[src/rtl/control_unit_pkg.sv]
// Shared encodings for the multi-cycle control unit: opcodes, FSM states and datapath mux selects.
package control_unit_pkg;

  localparam logic [3:0] OpRtype = 4'd0;
  localparam logic [3:0] OpAddi  = 4'd1;
  localparam logic [3:0] OpLw    = 4'd2;
  localparam logic [3:0] OpSw    = 4'd3;
  localparam logic [3:0] OpBeq   = 4'd4;
  localparam logic [3:0] OpBne   = 4'd5;
  localparam logic [3:0] OpJmp   = 4'd6;

  typedef enum logic [3:0] {
    StInit    = 4'd0,
    StFetch   = 4'd1,
    StDecode  = 4'd2,
    StExecR   = 4'd3,
    StRWb     = 4'd4,
    StExecI   = 4'd5,
    StIWb     = 4'd6,
    StMemAddr = 4'd7,
    StMemRd   = 4'd8,
    StMemWb   = 4'd9,
    StMemWr   = 4'd10,
    StBranch  = 4'd11,
    StJump    = 4'd12
  } cu_state_e;

  localparam logic [1:0] PcSrcAlu    = 2'd0;
  localparam logic [1:0] PcSrcAluOut = 2'd1;
  localparam logic [1:0] PcSrcJump   = 2'd2;

  localparam logic [1:0] AluBRt  = 2'd0;
  localparam logic [1:0] AluBTwo = 2'd1;
  localparam logic [1:0] AluBImm = 2'd2;

  localparam logic [1:0] AluOpAdd   = 2'd0;
  localparam logic [1:0] AluOpSub   = 2'd1;
  localparam logic [1:0] AluOpFunct = 2'd2;

  function automatic logic is_legal_op(logic [3:0] op);
    return op <= OpJmp;
  endfunction

endpackage

[src/rtl/control_unit_decode.sv]
// Combinational decode of the current state into datapath control strobes.
module control_unit_decode
  import control_unit_pkg::*;
(
  input  logic [3:0] state_i,
  input  logic [3:0] opcode_i,
  input  logic       zero_i,
  input  logic       mem_ready_i,
  output logic       pc_write_o,
  output logic [1:0] pc_source_o,
  output logic       i_or_d_o,
  output logic       mem_read_o,
  output logic       mem_write_o,
  output logic       ir_write_o,
  output logic       reg_write_o,
  output logic       reg_dst_o,
  output logic       mem_to_reg_o,
  output logic       alu_src_a_o,
  output logic [1:0] alu_src_b_o,
  output logic [1:0] alu_op_o
);

  always_comb begin
    pc_write_o   = 1'b0;
    pc_source_o  = PcSrcAlu;
    i_or_d_o     = 1'b0;
    mem_read_o   = 1'b0;
    mem_write_o  = 1'b0;
    ir_write_o   = 1'b0;
    reg_write_o  = 1'b0;
    reg_dst_o    = 1'b0;
    mem_to_reg_o = 1'b0;
    alu_src_a_o  = 1'b0;
    alu_src_b_o  = AluBRt;
    alu_op_o     = AluOpAdd;
    unique case (state_i)
      StFetch: begin
        mem_read_o  = 1'b1;
        alu_src_b_o = AluBTwo;
        // IR and PC+2 only commit once the fetch actually completes
        ir_write_o  = mem_ready_i;
        pc_write_o  = mem_ready_i;
      end
      StDecode: alu_src_b_o = AluBImm;
      StExecR: begin
        alu_src_a_o = 1'b1;
        alu_op_o    = AluOpFunct;
      end
      StRWb: begin
        reg_dst_o   = 1'b1;
        reg_write_o = 1'b1;
      end
      StExecI, StMemAddr: begin
        alu_src_a_o = 1'b1;
        alu_src_b_o = AluBImm;
      end
      StIWb: reg_write_o = 1'b1;
      StMemRd: begin
        mem_read_o = 1'b1;
        i_or_d_o   = 1'b1;
      end
      StMemWb: begin
        mem_to_reg_o = 1'b1;
        reg_write_o  = 1'b1;
      end
      StMemWr: begin
        mem_write_o = 1'b1;
        i_or_d_o    = 1'b1;
      end
      StBranch: begin
        alu_src_a_o = 1'b1;
        alu_op_o    = AluOpSub;
        pc_source_o = PcSrcAluOut;
        pc_write_o  = (opcode_i == OpBeq) ? zero_i : ~zero_i;
      end
      StJump: begin
        pc_source_o = PcSrcJump;
        pc_write_o  = 1'b1;
      end
      default: ;
    endcase
  end

endmodule

[src/rtl/control_unit.sv]
// Multi-cycle control FSM: state register, retired-instruction counter and sticky illegal flag.
module control_unit
  import control_unit_pkg::*;
#(
  parameter bit MEM_WAIT_EN = 1'b1
) (
  input  logic        CLK,
  input  logic        RST_N,
  input  logic [3:0]  input_CU_opcode,
  input  logic        input_CU_zero,
  input  logic        input_CU_memReady,
  output logic        output_CU_PCWrite,
  output logic [1:0]  output_CU_PCSource,
  output logic        output_CU_IorD,
  output logic        output_CU_MemRead,
  output logic        output_CU_MemWrite,
  output logic        output_CU_IRWrite,
  output logic        output_CU_RegWrite,
  output logic        output_CU_RegDst,
  output logic        output_CU_MemtoReg,
  output logic        output_CU_ALUSrcA,
  output logic [1:0]  output_CU_ALUSrcB,
  output logic [1:0]  output_CU_ALUOp,
  output logic [3:0]  output_CU_state,
  output logic        output_CU_illegal,
  output logic [15:0] output_CU_instrCount
);

  cu_state_e   state_q, state_d;
  logic        illegal_q, illegal_d;
  logic [15:0] count_q, count_d;
  logic        mem_ready;

  assign mem_ready = MEM_WAIT_EN ? input_CU_memReady : 1'b1;

  always_comb begin
    state_d   = state_q;
    illegal_d = illegal_q;
    count_d   = count_q;
    unique case (state_q)
      StInit:  state_d = StFetch;
      StFetch: if (mem_ready) state_d = StDecode;
      StDecode: begin
        case (input_CU_opcode)
          OpRtype:     state_d = StExecR;
          OpAddi:      state_d = StExecI;
          OpLw, OpSw:  state_d = StMemAddr;
          OpBeq, OpBne: state_d = StBranch;
          OpJmp:       state_d = StJump;
          default:     state_d = StFetch;
        endcase
        if (!is_legal_op(input_CU_opcode)) illegal_d = 1'b1;
      end
      StExecR:   state_d = StRWb;
      StExecI:   state_d = StIWb;
      StMemAddr: state_d = (input_CU_opcode == OpLw) ? StMemRd : StMemWr;
      StMemRd:   if (mem_ready) state_d = StMemWb;
      StMemWr: begin
        if (mem_ready) begin
          state_d = StFetch;
          count_d = count_q + 16'd1;
        end
      end
      StRWb, StIWb, StMemWb, StBranch, StJump: begin
        state_d = StFetch;
        count_d = count_q + 16'd1;
      end
      default: state_d = StInit;
    endcase
  end

  always_ff @(posedge CLK or negedge RST_N) begin
    if (!RST_N) begin
      state_q   <= StInit;
      illegal_q <= 1'b0;
      count_q   <= 16'd0;
    end else begin
      state_q   <= state_d;
      illegal_q <= illegal_d;
      count_q   <= count_d;
    end
  end

  control_unit_decode u_decode (
    .state_i      (state_q),
    .opcode_i     (input_CU_opcode),
    .zero_i       (input_CU_zero),
    .mem_ready_i  (mem_ready),
    .pc_write_o   (output_CU_PCWrite),
    .pc_source_o  (output_CU_PCSource),
    .i_or_d_o     (output_CU_IorD),
    .mem_read_o   (output_CU_MemRead),
    .mem_write_o  (output_CU_MemWrite),
    .ir_write_o   (output_CU_IRWrite),
    .reg_write_o  (output_CU_RegWrite),
    .reg_dst_o    (output_CU_RegDst),
    .mem_to_reg_o (output_CU_MemtoReg),
    .alu_src_a_o  (output_CU_ALUSrcA),
    .alu_src_b_o  (output_CU_ALUSrcB),
    .alu_op_o     (output_CU_ALUOp)
  );

  assign output_CU_state      = state_q;
  assign output_CU_illegal    = illegal_q;
  assign output_CU_instrCount = count_q;

endmodule

[config.mk]
export PLATFORM = sky130hd
export DESIGN_NAME = control_unit
export DESIGN_NICKNAME = d
export VERILOG_FILES = /design/src/rtl/control_unit_pkg.sv /design/src/rtl/control_unit_decode.sv /design/src/rtl/control_unit.sv
export SDC_FILE = /design/constraint.sdc
export NUM_CORES = 1
export LEC_CHECK = 0
export ABC_AREA = 1
export BUFFER_PORTS_ARGS = -buffer_cell sky130_fd_sc_hd__buf_2
export CORE_UTILIZATION = 38
export DETAILED_ROUTE_END_ITERATION = 10
export PLACE_DENSITY_LB_ADDON = 0.2
export SYNTH_ARGS = -nofsm -noshare
export SYNTH_HDL_FRONTEND = slang
export SYNTH_SLANG_ARGS = --single-unit
export TNS_END_PERCENT = 1
[constraint.sdc]
create_clock -name CLK -period 1.65 [get_ports CLK]
set_clock_uncertainty 0.1 [all_clocks]
set_input_delay 0.0825 -clock CLK [delete_from_list [all_inputs] [get_ports CLK]]
set_output_delay 0.0825 -clock CLK [all_outputs]
set_load 0.005 [all_outputs]
==> flow_summary.json <==
{
  "status": "complete, no violations",
  "multiInputGateArea_um2": 935.9,
  "finalHoldViolations": 0,
  "cts_buffers": 3,
  "area_delta_synth_final_pct": 26.97,
  "seqCellArea_um2": 530.5,
  "hpwl_um": 2941,
  "p_leak_nw": 1.109,
  "yosys.area.top_type_share_pct": 33.71,
  "fin_setup_tns_ns": 0,
  "power_frac_seq_pct": 31.3,
  "die_w_um": 66.05,
  "path_common_cell": "nor2_4",
  "ios": 44,
  "cp_data_arrival_time_ns": 1.42,
  "syn_avg_cell_area_um2": 6.808,
  "clk_latency_ns": 0.26,
  "grt_remaining_overflow": 0,
  "synth_nets": 238,
  "cts_tree": "built",
  "utilization_pct": 52.11,
  "grt_usage_pct": 19.20,
  "clk_path_buf_depth": 2,
  "synth-main-ff-cell": "dfrtp_1",
  "async_flop_share_pct": 100.0,
  "clock_power_share_pct": 14.5,
  "drive_above_1_share_pct": 32.75,
  "cap_violations": 0,
  "synth_cells": 229,
  "final_antenna_net_count": 0,
  "wl_per_cell_um": 11.93,
  "synth_top_area_cell": "dfrtp_1",
  "rsz0062_at_grt": "true",
  "gp_congestion": 0.8541,
  "setup.worst_path.start": "output_CU_state[0]",
  "grt_pass1_vias": 1519,
  "reg2reg_from": "output_CU_state[0]",
  "crit_path_end_kind": "output port",
  "p_int_mw": 1.299,
  "clock_sinks": 21,
  "crit_chain": "inv_2, nor2_4, nand2_4, nor2_4, nand3b_1, buf_2",
  "synth_area_um2": 1559,
  "drt_iter0_drc": 54,
  "antenna_found_initial": 0,
  "drt_first_pass_iters": 4,
  "clock.fmax_mhz": 622.1,
  "ys_ff_latch": 21,
  "p_sw_share_pct": 45.10,
  "avgViaCountPerCell": 4.982,
  "clk_root_buffer_cell": "clkbuf_8",
  "r2r_slack_ns": 0.12,
  "critical_path_class": "flip-flop to output port",
  "relSlewSlack_pct": 67.53,
  "power.switching_mw": 1.067,
  "num_vias": 1654,
  "row_count": 22,
  "layout_min_cycle_time_ns": 1.607,
  "nets": 294,
  "slew_violations": 0,
  "worstSetupStartpointType": "flip-flop",
  "numPortBuffers": 43,
  "holdCritPathClass": "input port to flip-flop",
  "grt_pass1_wl_um": 6534,
  "core_um2": 3799,
  "synth_edf_count": 0,
  "n_antenna_cell": 0,
  "cts.clk_slew.worst_paths_ns": 0.07,
  "rr_worst_depth": 8,
  "vdd_drop_max_uv": 786.0,
  "synthTopCellsByArea": "dfrtp_1, nand2_1, nand3_1, nor2_1, inv_1",
  "ys_types": 25,
  "r2r_end": "output_CU_instrCount[11]",
  "drc": 0,
  "seq_area_frac_synth_pct": 33.71,
  "max_stage_delay_ns": 0.43,
  "die_h_um": 66.05,
  "setup_viol": 0,
  "fin_crit_sh_pct": 97.42,
  "cp.buffers_inverters": 2,
  "yosysWarningCount": 0,
  "critPathMaxFanout": 4,
  "combPwrFrac_pct": 54.2,
  "slowest_stage": "dfrtp_1",
  "cp-endpoint": "output_CU_PCWrite",
  "wirelength_um": 3962,
  "start_util_pct": 41.04,
  "hold_ws_ns": 0.01593,
  "dp.cells": 322,
  "cts.htree.levels": 1,
  "critPathTopFamily": "simple AND/OR/NAND/NOR gates",
  "die-area_um2": 4363,
  "cp.required_ns": 1.47,
  "finalNonFillerCells": 332,
  "tightest_slew_ns": 0.4870,
  "crit_cells": 6,
  "grt_max_degree": 22,
  "power_density_nw_per_um2": 1195,
  "n_fill_cell": 390
}
[cells in the mapped netlist, types with 2 or more instances]
cell type and n:
o21ai_0 13, xor2_1 5, nor2_2 3, a21oi_1 3, xnor2_1 2, nand3b_1 2
nand2_4 3, nand4_1 5, dfrtp_1 21, inv_1 23, nor2_1 28, nand2_2 12
nand3_1 26, inv_2 3, nand2_1 69, buf_4 2
[registers in the layout, summed over array words and instances (netlist names)]
name                  flops
output_CU_illegal         1
output_CU_instrCount     16
output_CU_state           4
[cell usage in the layout (no fill, tap or decap), types with 2 or more instances in the layout]
| cell type | count |
|---|---|
| buf_4 | 10 |
| nand2_2 | 14 |
| nand3b_1 | 2 |
| nor2_4 | 4 |
| xnor2_1 | 2 |
| nand2_4 | 4 |
| clkbuf_8 | 3 |
| dlygate4sd3_1 | 2 |
| dfrtp_1 | 17 |
| buf_2 | 43 |
| xor2_1 | 5 |
| nor2_2 | 4 |
| nand4_1 | 5 |
| inv_1 | 23 |
| inv_2 | 3 |
| o21ai_0 | 12 |
| nor2_1 | 24 |
| nand2_1 | 66 |
| nand3_1 | 26 |
| dfrtp_2 | 4 |
| a21oi_1 | 3 |
[worst register-to-register path, delay by kind of cell, from the launching register on]
kind,cells,cell delay [ns]
AND/OR/NAND/NOR,5,0.60
flip-flops,1,0.43
buffers and inverters,2,0.23
AO/OA/AOI/OAI,1,0.07
[per-stage QoR]
step	worst slack, ns	instance area (um2)	total power, mW
6_report	0.04264	1979	2.366
5_1_grt	-0.02533	1979	2.554
4_1_cts	0.008674	1924	2.260
3_5_place_dp	0.08201	1839	1.858
3_3_place_gp	0.09499	1839	1.860
2_1_floorplan	0.1626	1559	1.505
[cell families after synthesis]
kind of cell	synth area share, %
buffers and inverters	8.827
AOI/OAI and AO/OA	6.581
and+or+nand+nor	46.15
DFF	33.71
xor gates and xnor gates	3.933
adders and majority gates	0.8024
[what timing repair did]
item / 4_1_cts / 5_1_grt
hold endpoints to repair: 22 / 0
setup endpoints to repair: 2 / 10
pin swaps: 0 / 1
buffers inserted: 1 / 3
hold buffers: 2 / 0
resized for setup: 5 / 12
[worst min path at each step]
| stage | from | endpoint | slack, ns | cells after the start |
|---|---|---|---|---|
| 3_5_place_dp | RST_N | output_CU_instrCount[3] | -0.02 | 1 |
| 2_1_floorplan | RST_N | output_CU_illegal | -0.31 | 0 |
| 5_1_grt | input_CU_opcode[3] | output_CU_state[2] | 0.01 | 4 |
| 3_3_place_gp | RST_N | output_CU_instrCount[3] | -0.02 | 1 |
| 6_report | input_CU_opcode[3] | output_CU_state[2] | 0.02 | 4 |
| 4_1_cts | input_CU_opcode[3] | output_CU_state[2] | 0.01 | 4 |
[per-layer routing]
| layer | up-vias | track usage [%] | part of all wire [%] |
|---|---|---|---|
| li1 | 836 | - | - |
| met1 | 758 | 23.31 | 44 |
| met2 | 55 | 33.29 | 49 |
| met3 | 5 | 3.966 | 5.2 |
| met4 | 0 | 6.649 | 1.4 |
| met5 | - | 0 | 0 |
[power by group through the flow]
stage | Clock (mW) | Sequential, mW | Combinational, mW
3_5_place_dp | 0 | 0.726 | 1.13
2_1_floorplan | 0 | 0.722 | 0.783
3_3_place_gp | 0 | 0.722 | 1.14
5_1_grt | 0.375 | 0.752 | 1.43
4_1_cts | 0.355 | 0.724 | 1.18
6_report | 0.344 | 0.740 | 1.28
[area by class of cell]
cell class | instances | share of cell area, %
multi-input combinational | 178 | 47.28
sequential | 21 | 26.80
timing repair buffer | 55 | 15.68
inverter | 26 | 4.930
tap | 48 | 3.034
clock buffer | 4 | 2.276
Power figures use the tool's default switching activity.
